<file path="config.mk">
export PLATFORM = sky130hd
export DESIGN_NAME = mips_multicycle_ctrl
export DESIGN_NICKNAME = d
export VERILOG_FILES = /design/src/rtl/mips_multicycle_ctrl.sv
export SDC_FILE = /design/constraint.sdc
export NUM_CORES = 1
export LEC_CHECK = 0
export ABC_AREA = 0
export CAP_MARGIN = 5
export CORE_MARGIN = 4
export CORE_UTILIZATION = 28
export CTS_CLUSTER_SIZE = 20
export DETAILED_ROUTE_END_ITERATION = 8
export PLACE_DENSITY = 0.61
export SYNTH_ARGS = -nofsm -noshare
export SYNTH_HDL_FRONTEND = slang
export SYNTH_SLANG_ARGS = --single-unit
</file>
<file path="constraint.sdc">
create_clock -name clk -period 6.4 [get_ports clk]
set_input_delay 1.28 -clock clk [delete_from_list [all_inputs] [get_ports clk]]
set_output_delay 1.28 -clock clk [all_outputs]
set_load 0.005 [all_outputs]
</file>
<file path="src/rtl/mips_multicycle_ctrl.sv">
// Multi-cycle MIPS control FSM: sequences a shared-ALU datapath with registered strobes and data-SRAM wait states.
// Optional macro ILLEGAL_TRAP_EN: unrecognised opcodes trap into HALT (left only by reset) instead of executing as nop.
module mips_multicycle_ctrl #(
  parameter int MEM_WAIT = 0,
  parameter int JAL_REG  = 31
) (
  input  logic       clk,
  input  logic       rst_n,
  input  logic       run,
  input  logic [5:0] opcode,
  input  logic [5:0] funct,
  input  logic       zero,
  output logic       pc_we,
  output logic [1:0] pc_src,
  output logic       ir_we,
  output logic       mdr_we,
  output logic       aluout_we,
  output logic       reg_we,
  output logic [1:0] reg_dst,
  output logic [1:0] mem_to_reg,
  output logic       alu_src_a,
  output logic [1:0] alu_src_b,
  output logic [3:0] alu_ctrl,
  output logic       CEN,
  output logic       WEN,
  output logic       OEN,
  output logic       busy,
  output logic [3:0] state
);

  typedef enum logic [3:0] {
    S_IDLE = 4'd0, S_FETCH = 4'd1, S_DECODE = 4'd2, S_EXEC_R = 4'd3, S_WB_R = 4'd4,
    S_MEM_ADR = 4'd5, S_MEM_RD = 4'd6, S_WB_MEM = 4'd7, S_MEM_WR = 4'd8,
    S_BRANCH = 4'd9, S_JUMP = 4'd10, S_JAL = 4'd11, S_JR = 4'd12, S_HALT = 4'd13
  } state_t;

  localparam logic [5:0] OP_RTYPE = 6'b000000;
  localparam logic [5:0] OP_LW    = 6'b100011;
  localparam logic [5:0] OP_SW    = 6'b101011;
  localparam logic [5:0] OP_BEQ   = 6'b000100;
  localparam logic [5:0] OP_J     = 6'b000010;
  localparam logic [5:0] OP_JAL   = 6'b000011;
  localparam logic [5:0] FN_JR    = 6'b001000;
  localparam logic [3:0] ALU_ADD  = 4'b0010;
  localparam logic [3:0] ALU_SUB  = 4'b0110;
  localparam logic [3:0] ALU_AND  = 4'b0000;
  localparam logic [3:0] ALU_OR   = 4'b0001;
  localparam logic [3:0] ALU_SLT  = 4'b0111;
  localparam logic [3:0] WAIT_LAST = 4'(MEM_WAIT);

  if (MEM_WAIT < 0 || MEM_WAIT > 15 || JAL_REG < 0 || JAL_REG > 31) begin : g_param_check
    $error("mips_multicycle_ctrl: MEM_WAIT must be 0..15 and JAL_REG 0..31");
  end

  state_t     state_reg, state_next;
  logic [3:0] cnt_reg, cnt_next;
  logic       pc_we_reg;

  // Boundary states fall back to IDLE when run has been dropped.
  function automatic state_t boundary_next(input logic r);
    return r ? S_FETCH : S_IDLE;
  endfunction

  always_comb begin
    state_next = state_reg;
    cnt_next   = cnt_reg;
    case (state_reg)
      S_IDLE:   if (run) state_next = S_FETCH;
      S_FETCH:  state_next = S_DECODE;
      S_DECODE: begin
        case (opcode)
          OP_RTYPE:      state_next = (funct == FN_JR) ? S_JR : S_EXEC_R;
          OP_LW, OP_SW:  state_next = S_MEM_ADR;
          OP_BEQ:        state_next = S_BRANCH;
          OP_J:          state_next = S_JUMP;
          OP_JAL:        state_next = S_JAL;
`ifdef ILLEGAL_TRAP_EN
          default:       state_next = S_HALT;
`else
          default:       state_next = S_FETCH;
`endif
        endcase
      end
      S_EXEC_R:  state_next = S_WB_R;
      S_MEM_ADR: begin
        state_next = (opcode == OP_LW) ? S_MEM_RD : S_MEM_WR;
        cnt_next   = 4'd0;
      end
      S_MEM_RD: begin
        if (cnt_reg == WAIT_LAST) state_next = S_WB_MEM;
        else                      cnt_next   = cnt_reg + 4'd1;
      end
      S_MEM_WR: begin
        if (cnt_reg == WAIT_LAST) state_next = boundary_next(run);
        else                      cnt_next   = cnt_reg + 4'd1;
      end
      S_WB_R, S_WB_MEM, S_BRANCH, S_JUMP, S_JAL, S_JR: state_next = boundary_next(run);
`ifdef ILLEGAL_TRAP_EN
      S_HALT:  state_next = S_HALT;
`endif
      default: state_next = S_IDLE;
    endcase
  end

  // Outputs are registered from the next state so they line up with state_reg.
  always_ff @(posedge clk or negedge rst_n) begin
    if (!rst_n) begin
      state_reg  <= S_IDLE;
      cnt_reg    <= 4'd0;
      pc_we_reg  <= 1'b0;
      pc_src     <= 2'b00;
      ir_we      <= 1'b0;
      mdr_we     <= 1'b0;
      aluout_we  <= 1'b0;
      reg_we     <= 1'b0;
      reg_dst    <= 2'b00;
      mem_to_reg <= 2'b00;
      alu_src_a  <= 1'b0;
      alu_src_b  <= 2'b00;
      alu_ctrl   <= 4'b0000;
      CEN        <= 1'b1;
      WEN        <= 1'b1;
      OEN        <= 1'b1;
      busy       <= 1'b0;
    end else begin
      state_reg  <= state_next;
      cnt_reg    <= cnt_next;
      pc_we_reg  <= 1'b0;
      pc_src     <= 2'b00;
      ir_we      <= 1'b0;
      mdr_we     <= 1'b0;
      aluout_we  <= 1'b0;
      reg_we     <= 1'b0;
      reg_dst    <= 2'b00;
      mem_to_reg <= 2'b00;
      alu_src_a  <= 1'b0;
      alu_src_b  <= 2'b00;
      alu_ctrl   <= 4'b0000;
      CEN        <= 1'b1;
      WEN        <= 1'b1;
      OEN        <= 1'b1;
      busy       <= (state_next != S_IDLE);
      case (state_next)
        S_FETCH: begin
          ir_we <= 1'b1; pc_we_reg <= 1'b1; alu_src_b <= 2'b01; alu_ctrl <= ALU_ADD;
        end
        S_DECODE: begin
          aluout_we <= 1'b1; alu_src_b <= 2'b11; alu_ctrl <= ALU_ADD;
        end
        S_EXEC_R: begin
          alu_src_a <= 1'b1; aluout_we <= 1'b1;
          case (funct)
            6'b100010: alu_ctrl <= ALU_SUB;
            6'b100100: alu_ctrl <= ALU_AND;
            6'b100101: alu_ctrl <= ALU_OR;
            6'b101010: alu_ctrl <= ALU_SLT;
            default:   alu_ctrl <= ALU_ADD;
          endcase
        end
        S_WB_R:    begin reg_we <= 1'b1; reg_dst <= 2'b01; end
        S_MEM_ADR: begin
          alu_src_a <= 1'b1; alu_src_b <= 2'b10; alu_ctrl <= ALU_ADD; aluout_we <= 1'b1;
        end
        S_MEM_RD: begin
          CEN <= 1'b0; OEN <= 1'b0; mdr_we <= (cnt_next == WAIT_LAST);
        end
        S_WB_MEM:  begin reg_we <= 1'b1; mem_to_reg <= 2'b01; end
        S_MEM_WR:  begin CEN <= 1'b0; WEN <= 1'b0; end
        S_BRANCH:  begin alu_src_a <= 1'b1; alu_ctrl <= ALU_SUB; pc_src <= 2'b01; end
        S_JUMP:    begin pc_we_reg <= 1'b1; pc_src <= 2'b10; end
        S_JAL: begin
          pc_we_reg <= 1'b1; pc_src <= 2'b10;
          reg_we <= 1'b1; reg_dst <= 2'b10; mem_to_reg <= 2'b10;
        end
        S_JR:      begin pc_we_reg <= 1'b1; pc_src <= 2'b11; end
        default:   ;
      endcase
    end
  end

  // The branch decision is the only strobe that must follow the live ALU flag.
  assign pc_we = pc_we_reg | ((state_reg == S_BRANCH) & zero);
  assign state = state_reg;

endmodule
</file>
==> key figures, run 1 <==
Run
  • Max Cap Viol: 0

Critical path
  • Slowest cell on the critical path: clkdlybuf4s50_1
  • Worst path cell trace: clkdlybuf4s50_1 > a31o_2 > clkdlybuf4s50_1
  • Most Frequent Cell on Critical Path: clkdlybuf4s50_1
  • WS Path Type: input port to output pin
  • Max FO, Critical Path: 1
  • CP max stage delay: 0.49 ns
  • WP data arrival: 2.37 ns
  • Critical path buffers and inverters: 2
  • Critical Path End Type: output pin
  • Largest delay contributor family on the critical path: buffers and inverters
  • CP required: 5.12 ns
  • CP startpoint kind: input port

Clock network
  • CTS H-tree depth: 1
  • CTS max path bufs: 2
  • CTS hold repair buffers: 0
  • Clock Root Buffer: clkbuf_8
  • Post-CTS Setup Bufs: 0
  • Post-CTS sizing: 0
  • Total CTS buffers: 3
  • CTS tree: built
  • Worst skew pair latency: 0.27 ns
  • Clock Pin Slew Worst Setup and Hold Paths: 0.10 ns
  • Num Clock Sinks: 28

Synth
  • Top-area cell type share of the netlist area: around two fifths
  • Cell area after synthesis: 1570 um^2
  • Synth top area cells: dfrtp_1, dfstp_2, nor2_1
  • Cells after Synth: 167
  • Share of flip-flops with an asynchronous set or reset: 100%
  • Predominant post-synthesis flop cell: dfrtp_1
  • Sequential cell area fraction in the yosys report: 44.9%
  • Synthesized Nets: 185
  • Distinct cell type count of the synthesized netlist: 56
  • Number of synthesized flops with an enable pin: 0
  • YS warnings: 0
  • Post-synth top area cell: dfrtp_1
  • Syn_area_per_cell: 9.39 um^2
  • Synthesized flop and latch total: 28

Global routing
  • Tot GR Track Use: between 10% and 20%
  • Initial antenna violation count: 0
  • Total grt overflow: 0
  • Vias in the first global route: roughly 1200
  • Largest net degree at the start of global routing: 29
  • First-pass GRT wire length: 5970 um

Finish
  • Diodes inserted: 0
  • Share of layout cells above drive strength 1: around 11%
  • Final Net Count: 224
  • Fillers: 547
  • Area grow syn2layout: 33.4%
  • Final Non-Filler Cells: 275

Timing
  • Final hold slack: roughly 0.6 ns
  • Slew Limit Fails: 0
  • Tmin final: 3.65 ns
  • Tcrit/Tclk final: about 57%
  • Fin Setup TNS: 0 ns
  • RSZ-0062 raised after global routing: no
  • Slew HR: 58.0%
  • Endpoints failing setup: 0
  • Final hold vios: 0
  • Tightest Pin Transition: 0.630 ns
  • Final Skew: 0.00576 ns
  • Fmax: 274 MHz

Routing
  • DR iter-0 viols: 35
  • # DRC: 0
  • Post-route ant nets: 0
  • Final Routed Wirelength: 3630 um
  • Routed vias/inst: 4.87
  • DR WL/cell: 13.2 um
  • Pre-antenna DRT Iters: 4
  • Vias: 1339

Die
  • Die H: a little over 80 um
  • Die footprint: 6860 um^2
  • Die W: 82.8 um
  • # IOs: 42
  • Cell Rows: 26
  • Initial core utilization: 29.7%
  • Core area: 5270 um^2

Power and ir drop
  • Worst vdd ir: 0.000124 V
  • Final Power: 752 uW
  • Leakage: 0.000845 uW
  • PwrDens: 360 nW/um^2

Place
  • GPL Wtd Cong: 0.793
  • Placed Cells: 271
  • Hpwl dp: 2790 um
  • I/O Buffers: 40

Hold path
  • Hold Crit Class: register to register

Run status
  • Status: finished clean
## where the power goes
part	internal, uW	switching (uW)
registers	223	50.6
clock network	83.7	54.2
logic	167	174
total	474	278
## final timing paths
path	from	cells after the start	end	slack, ns
max	zero	3	pc_we	2.75
min	cnt_reg[2]	1	cnt_reg[2]	0.61
max reg2reg	cnt_reg[0]	9	mdr_we	3.82
min reg2reg	cnt_reg[2]	1	cnt_reg[2]	0.61
max in group asynchronous	rst_n	2	OEN	4.72
min in group asynchronous	rst_n	2	cnt_reg[2]	1.37
## per-layer routing
layer	up-vias	routed length [um]	track usage, %
met2	28	1690	15.6
li1	675	-	-
met1	634	1790	15.1
met4	0	14	4.01
met3	2	143	1.78
met5	-	0	0
## cell usage after synthesis (2+ instances only)
library cell / instances
or3_1: 4
nor4b_1: 2
nand4_1: 2
and2_1: 2
nand2b_1: 5
buf_2: 2
inv_2: 2
dfrtp_1: 25
dfstp_2: 3
inv_1: 4
o21ai_0: 7
buf_4: 4
nor3_1: 5
a32o_1: 2
o21ai_1: 2
nand2_1: 12
or2_1: 2
nor4b_2: 2
nor2b_1: 6
a21oi_1: 12
and3_1: 2
nor2_1: 19
nand3_1: 5
o22ai_1: 3
ha_1: 2
## worst register-to-register path: stages (launching register included)
cell and delay (ns):
dfrtp_1 0.44, inv_1 0.13, ha_1 0.15, or3b_4 0.41
nor2b_4 0.15, a32o_1 0.28, inv_2 0.11, nand2_2 0.09
or4_4 0.46, nor4b_2 0.27
## cells in the final DEF, fill, tap and decap left out, drive strengths merged, types with 3 or more instances in the layout
master | synthesis | routed
clkdlybuf4s50 | 0 | 40
dfrtp | 25 | 25
nor2 | 19 | 19
a21oi | 13 | 13
nand2 | 13 | 13
o21ai | 10 | 10
nor2b | 7 | 7
nand3 | 6 | 6
inv | 6 | 6
nand2b | 5 | 5
nor3 | 5 | 5
or3 | 4 | 4
nor4b | 4 | 4
dfstp | 3 | 3
o22ai | 3 | 3
clkbuf | 1 | 3
## per-stage QoR
| step | worst slack (ns) | instance area, um^2 | utilization (%) |
|---|---|---|---|
| 6_report | 2.75 | 2090 | 39.7 |
| 2_1_floorplan | 3.37 | 1570 | - |
| 3_5_place_dp | 2.66 | 2020 | 38.3 |
| 4_1_cts | 2.74 | 2090 | 39.7 |
| 5_1_grt | 2.71 | 2090 | 39.7 |
| 3_3_place_gp | 2.69 | 2020 | 38.3 |
## cell type report
type	instances	area, um^2	share of cell area [%]
Multi-Input combinational cell	126	797	38.1
Sequential cell	28	704	33.7
Timing Repair Buffer	41	408	19.5
Tap cell	70	87.6	4.19
Clock buffer	3	41.3	1.97
Clock inverter	1	30.0	1.44
Inverter	6	22.5	1.08
## cells by family (layout without fill, tap and decap cells)
group	after synthesis	after routing	synth area share [%]
AO/OA/AOI/OAI	43	43	18.7
buffers and inverters	13	51	4.23
AND/OR/NAND/NOR	78	78	29.2
flip-flops	28	28	44.9
XOR/XNOR	2	2	1.12
adder cells (fa/ha/maj)	2	2	1.60
other	1	1	0.239
(Power assumes the default switching activity.)
==> run 2, diff against run 1 <==
clock period = 3.6 ns   (was 6.4 ns; I/O delays follow)
==> key figures, run 2 (synthesis results as in run 1) <==
Clock network
  • Clock Root Buffer: clkbuf_8
  • Post-CTS sizing: 0
  • CTS H-tree depth: 1
  • Total CTS buffers: 3
  • Num Clock Sinks: 28
  • Worst skew pair latency: about 0.27 ns
  • CTS max path bufs: 2
  • Post-CTS Setup Bufs: 0
  • CTS hold repair buffers: 0
  • Clock Pin Slew Worst Setup and Hold Paths: 0.09 ns
  • CTS tree: built

Critical path
  • WP data arrival: 3.15 ns
  • R2R setup slack: 0.98 ns
  • CP required: 3.78 ns
  • WS Path Type: input port to register
  • CP startpoint kind: input port
  • CP max stage delay: roughly 0.65 ns
  • Slowest cell on the critical path: clkdlybuf4s50_1
  • Critical Path End Type: register
  • Max FO, Critical Path: 9
  • Worst path cell trace: clkdlybuf4s50_1 > nand4b_1 > or3_1 > a21oi_2 > a31oi_2 > or4_4 > nor4b_2

Timing
  • Fin Setup TNS: 0 ns
  • RSZ-0062 raised after global routing: no
  • Slew Limit Fails: 0
  • Slew HR: approximately 58%
  • Final Skew: 0.00259 ns
  • Fmax: 336 MHz
  • Endpoints failing setup: 0
  • Tightest Pin Transition: 0.632 ns
  • Tcrit/Tclk final: 82.6%
  • Final hold vios: 0
  • Tmin final: 2.97 ns

Global routing
  • Initial antenna violation count: 0
  • Vias in the first global route: around 1400
  • Total grt overflow: 0
  • Largest net degree at the start of global routing: 29
  • Tot GR Track Use: between 10 and 15%
  • First-pass GRT wire length: 6440 um

Die
  • Cell Rows: 26
  • Initial core utilization: 29.7%
  • Die W: 82.8 um
  • Die footprint: 6860 um^2
  • # IOs: between 40 and 50
  • Core area: 5270 um^2
  • Die H: 82.8 um

Power and ir drop
  • Clock network fraction of total power: 18.1%
  • Leakage: 0.000845 uW
  • Sw Share: 37.3%
  • Internal: 842 uW
  • Sequential Power Share: 36.3%
  • PwrDens: 643 nW/um^2
  • Comb power frac: 45.5%
  • Switching power: 502 uW
  • Worst vdd ir: 0.000246 V

Hold path
  • Hold Crit Class: register to register

Routing
  • Vias: 1346
  • DR iter-0 viols: 96
  • Pre-antenna DRT Iters: 6
  • Final Routed Wirelength: roughly 3700 um
  • DR WL/cell: 13.6 um
  • # DRC: 0
  • Routed vias/inst: 4.89
  • Post-route ant nets: 0

Place
  • GPL Wtd Cong: 0.777
  • Placed Cells: approximately 270
  • I/O Buffers: 40
  • Hpwl dp: ~2800 um

Finish
  • Commonest non-fill, non-tap cells in the layout: clkdlybuf4s50_1, dfrtp_1, nor2_1
  • Final Non-Filler Cells: between 200 and 300
  • Final Net Count: approximately 220
  • Most common cell after layout, fill and taps aside: clkdlybuf4s50_1
  • Reg area: between 700 and 800 um^2
  • Fillers: 561
  • Area grow syn2layout: 33.4%
  • Multi-input logic area: 797 um^2
  • Share of layout cells above drive strength 1: between 10% and 20%
  • Diodes inserted: 0

Run
  • Max Cap Viol: 0

Run status
  • Status: finished clean
==> run 2: area by class of cell <==
cell class                      instances  share of cell area (%)
Timing Repair Buffer                   41                    19.5
Clock inverter                          1                    1.44
Tap cell                               70                    4.19
Clock buffer                            3                    1.97
Inverter                                6                    1.08
Sequential cell                        28                    33.7
Multi-Input combinational cell        126                    38.1
==> run 2: per-layer routing <==
layer  up-vias  part of all wire (%)  track usage, %
li1        680                     -               -
met1       622                    48            14.8
met2        39                    45            17.9
met3         5                   4.6            2.18
met4         0                   1.5            3.57
met5         -                     0               0
==> run 2: critical path: cells and delay by family <==
kind / cells / cell delay (ns)
buf+inv: 1 / 0.65
compound gates: 2 / 0.28
simple gates: 4 / 1.51
==> run 2: power groups by stage <==
| stage | Combinational (uW) | Clock [uW] | Sequential, uW |
|---|---|---|---|
| CTS | 619 | 251 | 488 |
| detailed placement | 617 | 0 | 495 |
| floorplan | 393 | 0 | 450 |
| global route | 686 | 268 | 506 |
| finish | 612 | 244 | 488 |
| global placement | 613 | 0 | 496 |
==> run 2: worst paths after layout <==
kind | from | end | cells after the start
max | opcode[1] | mdr_we | 7
min | cnt_reg[2] | cnt_reg[2] | 1
max reg2reg | state[0] | mdr_we | 6
min reg2reg | cnt_reg[2] | cnt_reg[2] | 1
max in group asynchronous | rst_n | CEN | 2
min in group asynchronous | rst_n | state[0] | 2
==> run 2: metrics by stage <==
stage               setup WS, ns  util [%]  hold slack (ns)  instance area, um^2  total power [uW]
floorplan                   1.13         -            0.424                 1570               843
global placement           0.472      38.3            0.601                 2020              1110
detailed placement         0.354      38.3            0.628                 2020              1110
CTS                        0.645      39.7            0.648                 2090              1360
global route               0.564      39.7            0.661                 2090              1460
finish                     0.627      39.7            0.632                 2090              1340
==> run 3, diff against run 2 <==
clock period = 2.8 ns   (was 3.6 ns; I/O delays follow)
==> key figures, run 3 (synthesis results as in run 1) <==
Finish
  • Final Net Count: 243
  • Commonest non-fill, non-tap cells in the layout: clkdlybuf4s50_1, dfrtp_1, buf_4
  • Most common cell after layout, fill and taps aside: clkdlybuf4s50_1
  • Final core utilization: 42.4%
  • Diodes inserted: 0
  • Share of layout cells above drive strength 1: 18.3%
  • Design area: 2230 um^2
  • Area grow syn2layout: 42.5%
  • Fillers: 544

Routing
  • DR iter-0 viols: 52
  • DR WL/cell: about 13 um
  • # DRC: 0
  • Met2 WL post-DR: about 1700 um
  • Met1 WL: 1810 um
  • Pre-antenna DRT Iters: 4
  • Routed vias/inst: 4.74
  • Final Routed Wirelength: approximately 3700 um
  • Vias: about 1400
  • Met3 WL: roughly 160 um
  • Post-route ant nets: 0
  • Max Used Layer: met4

Timing
  • Fin Setup TNS: 0 ns
  • Endpoints failing setup: 0
  • Final hold vios: 0
  • Tcrit/Tclk final: 91.7%
  • Setup ws final: between 0.2 and 0.25 ns
  • Fmax: about 400 MHz
  • RSZ-0062 raised after global routing: no
  • Final Skew: 0.00311 ns
  • Slew HR: 65.9%
  • Tightest Pin Transition: 0.511 ns
  • Tmin final: ~2.6 ns
  • Slew Limit Fails: 0

Power and ir drop
  • Worst vdd ir: between 0.0003 and 0.0004 V
  • Leakage: between 0.0009 and 0.001 uW
  • PwrDens: roughly 800 nW/um^2
  • Final Power: approximately 1800 uW

Critical path
  • Critical Path End Type: output pin
  • WS Path Type: register to output pin
  • CP startpoint kind: register
  • WP data arrival: 2.01 ns
  • Max FO, Critical Path: 10
  • CP required: 2.24 ns

Die
  • Initial core utilization: 29.7%
  • Die W: 82.8 um
  • Cell Rows: 26
  • Die footprint: slightly below 7000 um^2
  • Core area: 5270 um^2
  • Die H: 82.8 um
  • # IOs: 42

Run status
  • Status: finished clean

Clock network
  • Post-CTS Setup Bufs: 0
  • Post-CTS sizing: 0
  • Num Clock Sinks: 28
  • Worst skew pair latency: around 0.27 ns
  • CTS hold repair buffers: 0
  • CTS H-tree depth: 1
  • Total CTS buffers: 3
  • CTS tree: built
  • Clock Pin Slew Worst Setup and Hold Paths: 0.09 ns
  • CTS max path bufs: 2
  • Clock Root Buffer: clkbuf_8

Global routing
  • Total grt overflow: 0
  • Tot GR Track Use: 10.9%
  • Largest net degree at the start of global routing: 29
  • Initial antenna violation count: 0
  • First-pass GRT wire length: roughly 6300 um
  • Vias in the first global route: between 1000 and 1500

Place
  • I/O Buffers: 40
  • Pre-CTS setup slack: -0.0607 ns
  • Placed inst area: 2160 um^2
  • Hpwl dp: 3020 um
  • GPL Wtd Cong: 0.787

Run
  • Max Cap Viol: 0

Hold path
  • Hold Crit Class: register to register
## run 3: final timing paths
| check | from | end | slack, ns | depth (start not counted) |
|---|---|---|---|---|
| max | state[0] | pc_we | 0.23 | 4 |
| min | cnt_reg[2] | cnt_reg[2] | 0.62 | 1 |
| max reg2reg | cnt_reg[0] | alu_ctrl[0] | 0.38 | 8 |
| min reg2reg | cnt_reg[2] | cnt_reg[2] | 0.62 | 1 |
| max in group asynchronous | rst_n | WEN | 1.84 | 2 |
| min in group asynchronous | rst_n | cnt_reg[3] | 0.66 | 2 |
## run 3: layout make-up
class                   instances  area, um^2  share of cell area (%)
clock inverters                 1        30.0                    1.34
well taps                      70        87.6                    3.92
repair buffers                 60         551                    24.6
flip-flops and latches         28         704                    31.5
clock buffers                   3        41.3                    1.85
multi-input cells             126         797                    35.7
inverters                       6        22.5                    1.01
## run 3: report_power, final
part           switching [uW]  total [uW]  leakage (uW)  internal (uW)
registers                93.7         604      0.000364            511
logic                     441         914      0.000538            472
clock network             116         307     0.0000357            191
total                     651        1830      0.000937           1170
## run 3: stage by stage
stage                     std cells  hold WS [ns]
after floorplan                 167         0.264
after global placement          290         0.612
after detailed placement        290         0.600
after CTS                       294         0.622
after global routing            294         0.651
final                           294         0.621
## run 3: routing by layer
layer	track usage, %	vias up
li1	-	716
met1	14.7	647
met2	17.9	28
met3	1.68	4
met4	3.12	0
met5	0	-
## run 3: worst max-delay path, stage by stage, from the launching register on
cell and delay [ns]:
dfrtp_1 0.53, buf_4 0.22, nor2b_1 0.31, a31o_2 0.20, clkdlybuf4s50_1 0.49
==> RTL change 1 (config.mk and constraints of run 1) <==
Add an input register stage for `run`, `opcode`, `funct` and `zero`, without a reset; this delays them by one clock.
--- a/src/rtl/mips_multicycle_ctrl.sv
+++ b/src/rtl/mips_multicycle_ctrl.sv
@@ -49,4 +49,16 @@
   localparam logic [3:0] WAIT_LAST = 4'(MEM_WAIT);
 
+  logic run_q;
+  logic [5:0] opcode_q;
+  logic [5:0] funct_q;
+  logic zero_q;
+
+  always_ff @(posedge clk) begin
+    run_q    <= run;
+    opcode_q <= opcode;
+    funct_q  <= funct;
+    zero_q   <= zero;
+  end
+
   if (MEM_WAIT < 0 || MEM_WAIT > 15 || JAL_REG < 0 || JAL_REG > 31) begin : g_param_check
     $error("mips_multicycle_ctrl: MEM_WAIT must be 0..15 and JAL_REG 0..31");
@@ -66,9 +78,9 @@
     cnt_next   = cnt_reg;
     case (state_reg)
-      S_IDLE:   if (run) state_next = S_FETCH;
+      S_IDLE:   if (run_q) state_next = S_FETCH;
       S_FETCH:  state_next = S_DECODE;
       S_DECODE: begin
-        case (opcode)
-          OP_RTYPE:      state_next = (funct == FN_JR) ? S_JR : S_EXEC_R;
+        case (opcode_q)
+          OP_RTYPE:      state_next = (funct_q == FN_JR) ? S_JR : S_EXEC_R;
           OP_LW, OP_SW:  state_next = S_MEM_ADR;
           OP_BEQ:        state_next = S_BRANCH;
@@ -84,5 +96,5 @@
       S_EXEC_R:  state_next = S_WB_R;
       S_MEM_ADR: begin
-        state_next = (opcode == OP_LW) ? S_MEM_RD : S_MEM_WR;
+        state_next = (opcode_q == OP_LW) ? S_MEM_RD : S_MEM_WR;
         cnt_next   = 4'd0;
       end
@@ -92,8 +104,8 @@
       end
       S_MEM_WR: begin
-        if (cnt_reg == WAIT_LAST) state_next = boundary_next(run);
+        if (cnt_reg == WAIT_LAST) state_next = boundary_next(run_q);
         else                      cnt_next   = cnt_reg + 4'd1;
       end
-      S_WB_R, S_WB_MEM, S_BRANCH, S_JUMP, S_JAL, S_JR: state_next = boundary_next(run);
+      S_WB_R, S_WB_MEM, S_BRANCH, S_JUMP, S_JAL, S_JR: state_next = boundary_next(run_q);
 `ifdef ILLEGAL_TRAP_EN
       S_HALT:  state_next = S_HALT;
@@ -150,5 +162,5 @@
         S_EXEC_R: begin
           alu_src_a <= 1'b1; aluout_we <= 1'b1;
-          case (funct)
+          case (funct_q)
             6'b100010: alu_ctrl <= ALU_SUB;
             6'b100100: alu_ctrl <= ALU_AND;
@@ -180,5 +192,5 @@
 
   // The branch decision is the only strobe that must follow the live ALU flag.
-  assign pc_we = pc_we_reg | ((state_reg == S_BRANCH) & zero);
+  assign pc_we = pc_we_reg | ((state_reg == S_BRANCH) & zero_q);
   assign state = state_reg;
 
Check against the original RTL: not equivalent (a bounded check fails within 4 cycles, from zero or initial values and one cycle with rst_n low).
==> RTL change 1 against run 1 <==
Area after synthesis increased by 15%; die area increased by 14%; sequential power increased by 31%; final area increased by 15%; non-clock buffer count unchanged; sequential cell count increased by 14; power increased by 28%; setup slack improved by 0.43 ns; wire length increased by 7.9%.
==> RTL change 1: results (changes against run 1) <==
* Max Freq at 0.3110 GHz (+14%)
* Sequential share of power at 37.4% (+1.0 points)
* Commonest cells in the netlist: 25 x dfrtp_1, 17 x nor2_1, 14 x dfxtp_1, 13 x nand2_1, 9 x a21oi_1
* Total CTS buffers at 5 (+2)
* WL final at 3.920 mm (+7.9%)
* Filler cells at 682 (+25%)
* Final HPWL DP at 3.038 mm (+8.9%)
* Relative slew slack at 61.10% (+3.1 points)
* Vias in the first global route at 1349 (+9.1%)
* HP Start: funct_q[4]$_DFF_P_
* FF-to-FF setup slack at 3.95 ns (+0.13 ns)
* Register area share after synthesis at 54.46% (+9.5 points)
* Power Internal at 640.6 uW (+35%)
* First-pass GRT wire length at 6.610 mm (+11%)
* Area contributors post-synth: dfrtp_1 35%, dfxtp_1 16%, dfstp_2 4.4%
* Instance area at placement at 2260 sq um (+12%)
* Number of DRC markers in iteration 0 at 63 (+80%)
* Clk pin slew, worst setup/hold paths at 0.08 ns (-0.02 ns)
* Crit path arrival time at 1.94 ns (-0.43 ns)
* Synth async-reset ratio at 66.67% (-33 points)
* Crit-path slowest cell: dfrtp_1
* CTS H-Tree Depth at 2 (+1)
* Cell family with the largest share of critical-path delay: flip-flops
* Routability congestion estimate at 0.8263 (+4.2%)
* Library cells used by synthesis at 48 (-14%)
* Syn nets at 198 (+7.0%)
* Share of layout cells above drive strength 1 at 8.636% (-2.1 points)
* Status: completed
* Fin nets at 237 (+5.8%)
* Vias at 1404 (+4.9%)
* Leak Pwr at 0.0009826 uW (+16%)
* Worst Setup SP: state[0]$_DFF_PN0_
* VDD IR-drop max at 121.4 uV (-1.7%)
* CP max stage delay at 0.55 ns (+0.06 ns)
[RTL change 1: final cells by class]
class                      instances  share of cell area (%)
clock buffer                       5                   2.871
clock inverter                     3                   2.871
inverter                           8                   1.305
multi-input combinational        121                   30.85
sequential                        42                   41.08
tap                               77                   4.019
timing repair buffer              41                   17.01
[RTL change 1: cell families (layout without fill, tap and decap cells)]
logic type,count (synthesis),after routing,share of synthesized area [%]
buffers and inverters,17,57,4.636
xor gates and xnor gates,1,1,0.4845
and+or+nand+nor,72,72,22.21
AOI/OAI and AO/OA,45,45,16.61
DFF,42,42,54.46
other,1,1,0.2074
adders and majority gates,2,2,1.384
[RTL change 1: metal layers]
layer / track usage, % / wire [um]
met4: 2.473 / 8
met2: 18.29 / 1968
met3: 2.700 / 164
met1: 13.81 / 1779
met5: 0 / 0
[RTL change 1: worst paths after layout]
| check | end | cells past startpoint |
|---|---|---|
| worst max register to register | aluout_we$_DFF_PN0_ | 8 |
| worst max-delay path | pc_we | 3 |
| worst min-delay path | alu_ctrl[0]$_DFF_PN0_ | 3 |
| max in group asynchronous | OEN$_DFF_PN1_ | 2 |
| worst min register to register | alu_ctrl[0]$_DFF_PN0_ | 3 |
| min in group asynchronous | mem_to_reg[0]$_DFF_PN0_ | 2 |
[RTL change 1: stage by stage]
stage,util [%],hold WS (ns),instances
CTS,37.97,0.5589,297
global placement,35.79,0.5436,289
finish,37.97,0.5510,297
detailed placement,35.79,0.5479,289
floorplan,-,0.5143,180
global route,37.97,0.6077,297
[RTL change 1: power groups by stage]
stage               Combinational [uW]  Sequential (uW)  Clock [uW]
global route                       397              371         266
finish                             355              360         248
global placement                   361              365           0
detailed placement                 359              368           0
floorplan                          239              348           0
CTS                                360              362         257
==> RTL change 2 (flow settings as in run 1) <==
Made on the original files. Build with the macro `ILLEGAL_TRAP_EN` defined.
--- a/src/rtl/mips_multicycle_ctrl.sv
+++ b/src/rtl/mips_multicycle_ctrl.sv
@@ -1,4 +1,6 @@
 // Multi-cycle MIPS control FSM: sequences a shared-ALU datapath with registered strobes and data-SRAM wait states.
 // Optional macro ILLEGAL_TRAP_EN: unrecognised opcodes trap into HALT (left only by reset) instead of executing as nop.
+`define ILLEGAL_TRAP_EN
+
 module mips_multicycle_ctrl #(
   parameter int MEM_WAIT = 0,
Behaviour: not the same (Yosys sat finds a counterexample within 4 cycles, from zero or initial values and one cycle with rst_n low).
==> RTL change 2 against run 1 <==
Power down 6.6%; clock skew up 0.0017 ns; sequential cell count unchanged; setup slack worse by 0.14 ns; final area down 4.4%; wire length down 0.80%; area after synthesis down 4.0%; critical endpoint is now mdr_we$_DFF_PN0_; largest cell class unchanged; largest power group unchanged.
==> RTL change 2: results (changes against run 1) <==
* FF-to-FF setup slack at 3.59 ns (-0.23 ns)
* Number of DRC markers in iteration 0 at 75 (+110%)
* Worst Hold Endpoint: mem_to_reg[0]$_DFF_PN0_
* Syn Inst Count at 153 (-8.4%)
* Crit-path slowest cell: a311oi_2
* Leak Pwr at 0.0008131 uW (-3.7%)
* First-pass GRT wire length at 6.161 mm (+3.2%)
* Area contributors post-synth: dfrtp_1 42%, dfstp_2 5.2%, nor2_1 4.0%
* Relative slew slack at 39.65% (-18 points)
* Status: completed
* Cell family with the largest share of critical-path delay: simple AND/OR/NAND/NOR gates
* Crit path arrival time at 3.97 ns (+1.60 ns)
* Library cells used by synthesis at 48 (-14%)
* Placed cells at 254 (-6.3%)
* Fin nets at 207 (-7.6%)
* Worst clock skew at 0.007499 ns (+0.001736 ns)
* Routability congestion estimate at 0.8532 (+7.6%)
* Syn nets at 171 (-7.6%)
* Commonest cells in the netlist: 25 x dfrtp_1, 16 x nor2_1, 11 x nand2_1, 8 x nor3_1
* Worst r2r dst: pc_we_reg$_DFF_PN0_
* WL final at 3.605 mm (-0.80%)
* Register area share after synthesis at 46.80% (+1.9 points)
* Final HPWL DP at 2.719 mm (-2.5%)
* CP max FO at 12 (+11)
* Wirelength per Cell at 13.97 um (+5.7%)
* Global Route Usage Sum at 12.04% (+1.6 points)
* Fin Hold WS at 0.6221 ns (+0.01090 ns)
* Share of layout cells above drive strength 1 at 11.17% (+0.44 points)
* CP max stage delay at 0.77 ns (+0.28 ns)
* Hold path depth at 2 (+1)
## RTL change 2: cell type report
type                            instances  area (sq um)
Timing Repair Buffer                   41         407.9
Multi-Input combinational cell        108         716.9
Tap cell                               70         87.58
Clock buffer                            4         55.05
Fill cell                             494          3174
Inverter                                7         26.28
Sequential cell                        28         704.4
## RTL change 2: power by group
| group | total [uW] | leakage, uW | switching (uW) | internal, uW |
|---|---|---|---|---|
| sequential | 260 | 0.000368 | 40.0 | 220 |
| combinational | 334 | 0.000417 | 169 | 165 |
| clock | 108 | 0.0000288 | 52.5 | 55.0 |
| total | 702 | 0.000813 | 262 | 441 |
## RTL change 2: per-layer routing
metal  global-route usage (%)  routed length, um  up-vias
met5                        0                  0        -
met4                    3.041                 53        0
met3                    2.550                102        6
met2                    20.68               1824       28
met1                    15.26               1624      601
li1                         -                  -      616
## RTL change 2: metrics by stage
step           area [sq um]  worst slack, ns  util [%]
2_1_floorplan          1505            3.397         -
3_5_place_dp           1943            2.354     37.57
6_report               1998            2.607     38.63
3_3_place_gp           1943            2.408     37.57
5_1_grt                1998            2.429     38.63
4_1_cts                1998            2.624     38.63
## RTL change 2: worst reg2reg max path, delay by kind of cell, from the launching register on
family	cells	cell delay, ns
buffers and inverters	1	0.07
adder cells (fa/ha/maj)	1	0.16
flip-flops	1	0.42
AND/OR/NAND/NOR	4	1.13
AO/OA/AOI/OAI	3	0.97
## RTL change 2: how the worst max path moves through the flow
stage                         start             endpoint  slack [ns]  cells past startpoint
after floorplan           opcode[4]  alu_src_a$_DFF_PN0_        3.40                      7
after global placement    opcode[1]     mdr_we$_DFF_PN0_        2.41                      8
after detailed placement  opcode[1]     mdr_we$_DFF_PN0_        2.35                      8
after CTS                 opcode[1]     mdr_we$_DFF_PN0_        2.62                      8
after global routing      opcode[1]     mdr_we$_DFF_PN0_        2.43                      8
final                     opcode[1]     mdr_we$_DFF_PN0_        2.61                      8
## RTL change 2: kinds of logic after synthesis
family / count (synthesis) / synth area share (%)
adder cells (fa/ha/maj): 2 / 1.662
buffers and inverters: 17 / 5.570
AO/OA/AOI/OAI: 27 / 14.22
XOR/XNOR: 3 / 1.746
flip-flops: 28 / 46.80
other: 1 / 0.2491
multiplexers: 5 / 3.574
AND/OR/NAND/NOR: 70 / 26.19
